### config.mk
export PLATFORM = sky130hd
export DESIGN_NAME = fp_sign_unit
export DESIGN_NICKNAME = d
export VERILOG_FILES = /design/src/rtl/fp_sign_unit.sv
export SDC_FILE = /design/constraint.sdc
export NUM_CORES = 1
export LEC_CHECK = 0
export BUFFER_PORTS_ARGS = -buffer_cell sky130_fd_sc_hd__buf_2
export CORE_MARGIN = 10
export CORE_UTILIZATION = 25
export CTS_CLUSTER_DIAMETER = 40
export DETAILED_ROUTE_END_ITERATION = 10
export SLEW_MARGIN = 0
export SYNTH_ARGS = -nofsm -noshare
export SYNTH_HDL_FRONTEND = slang
export SYNTH_SLANG_ARGS = --single-unit
### constraint.sdc
create_clock -name clk -period 6.8 [get_ports clk]
set_input_delay 1.36 -clock clk [delete_from_list [all_inputs] [get_ports clk]]
set_output_delay 1.36 -clock clk [all_outputs]
set_load 0.1 [all_outputs]
### src/rtl/fp_sign_unit.sv
// fp_sign_unit: multi-lane floating-point sign manipulation with a 2-entry
// output buffer.
//
// Each lane of in_data (operand A) keeps its magnitude bits and gets a new
// sign bit chosen by in_mode: pass, negate, abs, negative-abs, copysign from
// in_sgn (operand B), or xor with B's sign. Lanes with in_mask[i]=0 pass A
// unchanged. NaN/Inf/zero are not special-cased.
//
// Ports:
//   clk, rst                 rising-edge clock, synchronous active-high reset
//   in_valid / in_ready      input handshake; in_ready depends only on
//                            registered occupancy (and rst)
//   in_data, in_sgn          operand vectors, lane i at [i*DATA_W +: DATA_W]
//   in_mode, in_mask         operation select and per-lane enable
//   out_valid / out_ready    output handshake
//   out_data                 head entry of the buffer
//   done_cnt                 wrapping count of beats popped from the output
//   illegal_mode             sticky; set when a beat with in_mode > 5 is accepted
module fp_sign_unit #(
   parameter int DATA_W = 16,
   parameter int LANES  = 4,
   parameter int CNT_W  = 16
) (
   input  logic                    clk,
   input  logic                    rst,
   input  logic                    in_valid,
   output logic                    in_ready,
   input  logic [LANES*DATA_W-1:0] in_data,
   input  logic [LANES*DATA_W-1:0] in_sgn,
   input  logic [2:0]              in_mode,
   input  logic [LANES-1:0]        in_mask,
   output logic                    out_valid,
   input  logic                    out_ready,
   output logic [LANES*DATA_W-1:0] out_data,
   output logic [CNT_W-1:0]        done_cnt,
   output logic                    illegal_mode
);

   localparam int VEC_W = LANES * DATA_W;

   localparam logic [2:0] MODE_PASS = 3'd0;
   localparam logic [2:0] MODE_NEG  = 3'd1;
   localparam logic [2:0] MODE_ABS  = 3'd2;
   localparam logic [2:0] MODE_NABS = 3'd3;
   localparam logic [2:0] MODE_CPY  = 3'd4;
   localparam logic [2:0] MODE_XOR  = 3'd5;

   logic [VEC_W-1:0] mem [2];
   logic             rd_ptr;
   logic             wr_ptr;
   logic [1:0]       occ;
   logic [VEC_W-1:0] result;
   logic             push;
   logic             pop;

   function automatic logic new_sign(input logic [2:0] mode, input logic s, input logic b);
      logic r;
      case (mode)
         MODE_PASS: r = s;
         MODE_NEG:  r = ~s;
         MODE_ABS:  r = 1'b0;
         MODE_NABS: r = 1'b1;
         MODE_CPY:  r = b;
         MODE_XOR:  r = s ^ b;
         default:   r = s;   // undefined modes behave as pass
      endcase
      return r;
   endfunction

   // Only the top bit of each lane is rewritten; magnitude bits flow through.
   always_comb begin
      result = in_data;
      for (int i = 0; i < LANES; i++) begin
         if (in_mask[i]) begin
            result[i*DATA_W + DATA_W - 1] = new_sign(in_mode,
                                                     in_data[i*DATA_W + DATA_W - 1],
                                                     in_sgn[i*DATA_W + DATA_W - 1]);
         end
      end
   end

   // Gated by rst so the unit never advertises space during the reset cycle.
   assign in_ready  = !rst && (occ != 2'd2);
   assign out_valid = (occ != 2'd0);
   assign out_data  = mem[rd_ptr];

   assign push = in_valid && in_ready;
   assign pop  = out_valid && out_ready;

   always_ff @(posedge clk) begin
      if (rst) begin
         occ          <= 2'd0;
         rd_ptr       <= 1'b0;
         wr_ptr       <= 1'b0;
         mem[0]       <= '0;
         mem[1]       <= '0;
         done_cnt     <= '0;
         illegal_mode <= 1'b0;
      end else begin
         if (push) begin
            mem[wr_ptr] <= result;
            wr_ptr      <= ~wr_ptr;
            if (in_mode > MODE_XOR) begin
               illegal_mode <= 1'b1;
            end
         end
         if (pop) begin
            rd_ptr   <= ~rd_ptr;
            done_cnt <= done_cnt + {{(CNT_W-1){1'b0}}, 1'b1};
         end
         // Push and pop together leave occupancy unchanged; at occupancy 1
         // the head pointer moves onto the entry written this edge.
         case ({push, pop})
            2'b10:   occ <= occ + 2'd1;
            2'b01:   occ <= occ - 2'd1;
            default: occ <= occ;
         endcase
      end
   end

endmodule

Word-level counts from Yosys, hierarchy flattened
Memories as Yosys holds them, arrays and structs flattened. A register that Yosys moved wholly into a read port is not among the register bits.
Index checks and enable logic that the tools add are counted.
{"block": "totals", "reg_bits": 21, "ram_bits": 128, "inputBits": 139, "mem_count": 1}
{"block": "classes", "n_addsub": 3, "order_cmp": 1, "eq_ne": 8, "muxes": 19, "bitwise": 10, "n_reduce_logical": 8}
{"memory": "mem", "depth": 2, "word_bits": 64, "rd": 1, "rd_ports_with_merged_regs": 1, "wr": 2, "line_no": "48", "source": "logic [VEC_W-1:0] mem [2];"}
{"cell": "two-way mux 64 bit", "n": 1}
{"cell": "OR reduction 64 bit", "n": 1}
{"cell": "case mux 1 bit (5 select lines)", "n": 4}
{"cell": "adder 16 x 1 -> 16 bit, second input constant", "n": 1}
{"cell": "two-way mux 1 bit", "n": 13}
{"cell": "equality test 3 x 2 -> 1 bit, second input constant", "n": 2}
{"cell": "equality test 3 bit, second input constant", "n": 2}
{"cell": "NOT 1 bit", "n": 6}
{"cell": "case mux 2 bit (2 select lines)", "n": 1}
{"cell": "nonzero test 2 bit", "n": 2}
{"cell": "bitwise XOR 1 bit", "n": 4}
{"cell": "equality test 3 x 1 -> 1 bit, second input constant", "n": 1}
{"cell": "greater-than comparator 3 bit, second input constant", "n": 1}
{"cell": "logical AND 1 bit", "n": 3}
{"cell": "adder 2 x 1 -> 2 bit, second input constant", "n": 1}
{"cell": "equality test 2 x 1 -> 1 bit, second input constant", "n": 1}
{"cell": "equality test 2 bit, second input constant", "n": 1}
{"cell": "!= test 2 bit, second input constant", "n": 1}
{"cell": "AND reduction 2 bit", "n": 1}
{"cell": "subtractor 2 x 1 -> 2 bit, second input constant", "n": 1}
{"cell": "logical NOT 1 bit", "n": 1}

Longest topological paths before layout
{"block": "depth", "depth_word": 8, "ltp_mapped": 8, "depth_no_buf": 7}

Least setup slack after synthesis
Ideal clock, no wire load.
{"block": "synth_path", "kind": "input-to-reg", "startpoint": "input rst", "endpoint": "memory mem[0][0] (netlist bit) (enable)", "setup_time_ns": 0.424, "t_arrival_ns": 3.261, "required_time_ns": 6.376, "slack_ns": 3.115, "cell_stages": 5, "path_buffers": 1, "path_cell_list": "inv_1 o211a_1 buf_2 nand2b_1 nand2_1"}
{"item": "from (decl)", "line_no": "25", "source": "input logic rst,"}
{"item": "to (decl)", "line_no": "48"}

==> results.yml <==
synthesis:
  synthesis.nets: 630
  synth_compound_area_frac: 0.0336
  syn_area_mm2: 0.00667
  syn-instance-count: 489
  ys_types: 38
  synth-adder-area-share: 0.00375
  syn_avg_cell_area_um2: 13.6
  yosys.area_share.xor_xnor: 0.0223
  synthMuxAreaShare: 0.111
  synth.yosys.seq_area_share: 0.643
  synth_seq_cells: 150
  synth_top_area_cell: "edfxtp_1"
  synth_area_leaders: "edfxtp_1 (58%), mux2_2 (11%), dfxtp_1 (6.6%), and2_1 (5.6%), and3_1 (5.6%)"
  synth-simple-area-share: 0.162
  synth_top_family_by_area: "simple AND/OR/NAND/NOR gates"
  synth.top_cell.area_share: 0.577
  yosys_warnings: 0
timing:
  clock_skew_ns: 0.0138
  finalSetupTns_ns: 0
  worst_slew_pin_slew_ns: 1.00
  finalHoldViolations: 0
  finalSetupViolCount: 0
  max_freq_mhz: 243
  rsz0062_at_grt: "no"
  slew_headroom: 0.333
  fin_crit_sh: 0.604
  post-route-min-period_ns: 4.11
  maxSlewViolCount: 0
pwr:
  power.share.clock: 0.270
  p_int_mw: 1.90
  p_comb_frac: 0.381
  p_per_area_mw_per_mm2: 409
  ir_worst_vdd_v: 0.000153
  pwr-share-seq: 0.349
  p_switching_mw: 1.53
  swShare: 0.446
  leakage_nw: 3.55
finish:
  fillers: 2650
  final_common_cell: "buf_2"
  antenna_cells: 0
  multi_input_area_mm2: 0.00224
  syn2layout_area_growth_pct: 25.7
  stdcell_area_mm2: 0.00838
  drive_gt1_frac: 0.413
  most-common-layout-cells: "buf_2 (161), edfxtp_1 (128), mux2_2 (65)"
  seq_area_mm2: 0.00429
  final_net_count: 780
  final_util: 0.321
worst_setup_path:
  crit_path_start_kind: "primary input"
  arrival_ns: 4.37
  worst_ep_required_time_ns: 7.07
  worstSetupPathType: "in2reg"
  cp_slowest_cell: "o211a_2"
  cpPeakStageDelay_ns: 0.71
  path_cells: "buf_2 -> inv_1 -> o211a_2 -> buf_4 -> inv_1 -> nor2_4 -> buf_4 -> and2_1"
  crit_fanout: 34
  crit_path_end_kind: "register"
clocking:
  ctsHoldBuffers: 0
  cts_tree: "built"
  cts_buffers: 17
  numClockSinks: 150
  cts_setup_buffers: 0
  clock_latency_ns: 0.41
  cts_root_buffer: "clkbuf_16"
  post_cts_resized: 0
  cts.clk_slew.worst_paths_ns: 0.06
  htree_levels: 4
  clock_path_buffers: 2
drt:
  vias_per_cell: 4.42
  via_count: 4365
  drc_errors: 0
  drt_iter0_markers: 204
  wl_per_cell_um: 17.4
  antenna_left: 0
  wirelength_um: 17200
  drtPass1Iterations: 4
run_status:
  status: "finished clean"
run:
  drv_cap: 0
grt:
  grt_pass1_vias: 4736
  grt_start_max_net_pins: 65
  grt_usage: 0.102
  grt_remaining_overflow: 0
  grt_pass1_wl_um: 26500
  antenna_found_initial: 3
floorplanning:
  start_util: 0.255
  ios: 222
  die_width_um: 183
  core_mm2: 0.0261
  die_h_um: 183
  die-area_mm2: 0.0336
  rows: 59
placement:
  gp_congestion: 0.704
  placed_cell_area_mm2: 0.00780
  post-dp-hpwl_um: 10900
  io_buffer_count: 161
hold_path:
  hold_class: "reg2reg"
[path summary, 6_finish.rpt]
path | endpoint | start | slack [ns] | cells past startpoint
max | mem[0][60] | rst | 2.69 | 8
min | illegal_mode | illegal_mode | 0.48 | 2
max reg2reg | mem[0][60] | occ[0] | 3.57 | 6
min reg2reg | illegal_mode | illegal_mode | 0.48 | 2
[metrics by stage]
stage | std cells | setup slack, ns | total power, mW | hold WS, ns
after global placement | 955 | 2.17 | 2.53 | 0.450
after CTS | 987 | 2.57 | 3.48 | 0.488
after global routing | 987 | 2.40 | 3.57 | 0.514
after detailed placement | 955 | 2.14 | 2.54 | 0.456
final | 987 | 2.69 | 3.43 | 0.484
after floorplan | 489 | 3.12 | 2.31 | 0.481
[power by group through the flow]
stage | registers [mW] | clock network [mW] | logic, mW
finish | 1.19 | 0.926 | 1.31
global route | 1.21 | 1.00 | 1.36
CTS | 1.20 | 0.959 | 1.32
detailed placement | 1.22 | 0 | 1.32
global placement | 1.21 | 0 | 1.32
floorplan | 1.16 | 0 | 1.15
[routing by layer]
| metal | vias to the layer above | share of wire | GRT usage |
|---|---|---|---|
| met5 | - | 0.0023 | 0 |
| met4 | 6 | 0.0063 | 0.0243 |
| met3 | 11 | 0.063 | 0.0395 |
| met2 | 109 | 0.48 | 0.170 |
| met1 | 2142 | 0.44 | 0.120 |
| li1 | 2097 | - | - |
[cells in the mapped netlist]
cell	n
a21oi_1	6
a222oi_1	4
a22o_1	4
a31oi_1	1
and2_1	60
and3_1	60
and4_1	2
buf_2	4
clkbuf_1	28
clkbuf_8	1
dfxtp_1	22
edfxtp_1	128
ha_1	2
inv_1	6
mux2_2	65
mux2i_1	1
nand2_1	7
nand2b_1	2
nand3_1	4
nand4_1	4
nor2_1	26
nor2b_1	8
nor3_1	2
nor3b_1	2
nor4_1	1
o2111ai_2	1
o211a_1	1
o211ai_1	5
o21a_1	2
o21ai_0	4
o31ai_1	2
or2_0	1
or2_2	1
or3_1	1
or3_2	2
or4_1	2
xnor2_1	10
xor2_1	7
[cell type report]
class | count | area share
Timing Repair Buffer | 164 | 0.0989
Inverter | 6 | 0.00269
Clock buffer | 17 | 0.0508
Sequential cell | 150 | 0.512
Multi-Input combinational cell | 300 | 0.268
Clock inverter | 15 | 0.0181
Tap cell | 335 | 0.0500
[critical path, delay by kind of cell]
kind | cells | cell delay [ns]
compound gates | 1 | 0.71
buf+inv | 5 | 1.57
simple gates | 2 | 0.71
[cells by family (layout without fill, tap and decap cells)]
| kind of cell | count (synthesis) | after routing |
|---|---|---|
| adder cells (fa/ha/maj) | 2 | 2 |
| AND/OR/NAND/NOR | 185 | 185 |
| flip-flops | 150 | 150 |
| buffers and inverters | 39 | 202 |
| AO/OA/AOI/OAI | 30 | 30 |
| XOR/XNOR | 17 | 17 |
| multiplexers | 66 | 66 |
[sequential cells by signal, indices dropped and copies added (netlist names), named ones only]
name	cells
done_cnt	16
illegal_mode	1
mem	128
occ	2
rd_ptr	1
wr_ptr	1
Note: power is estimated with default switching activity, not from simulation.
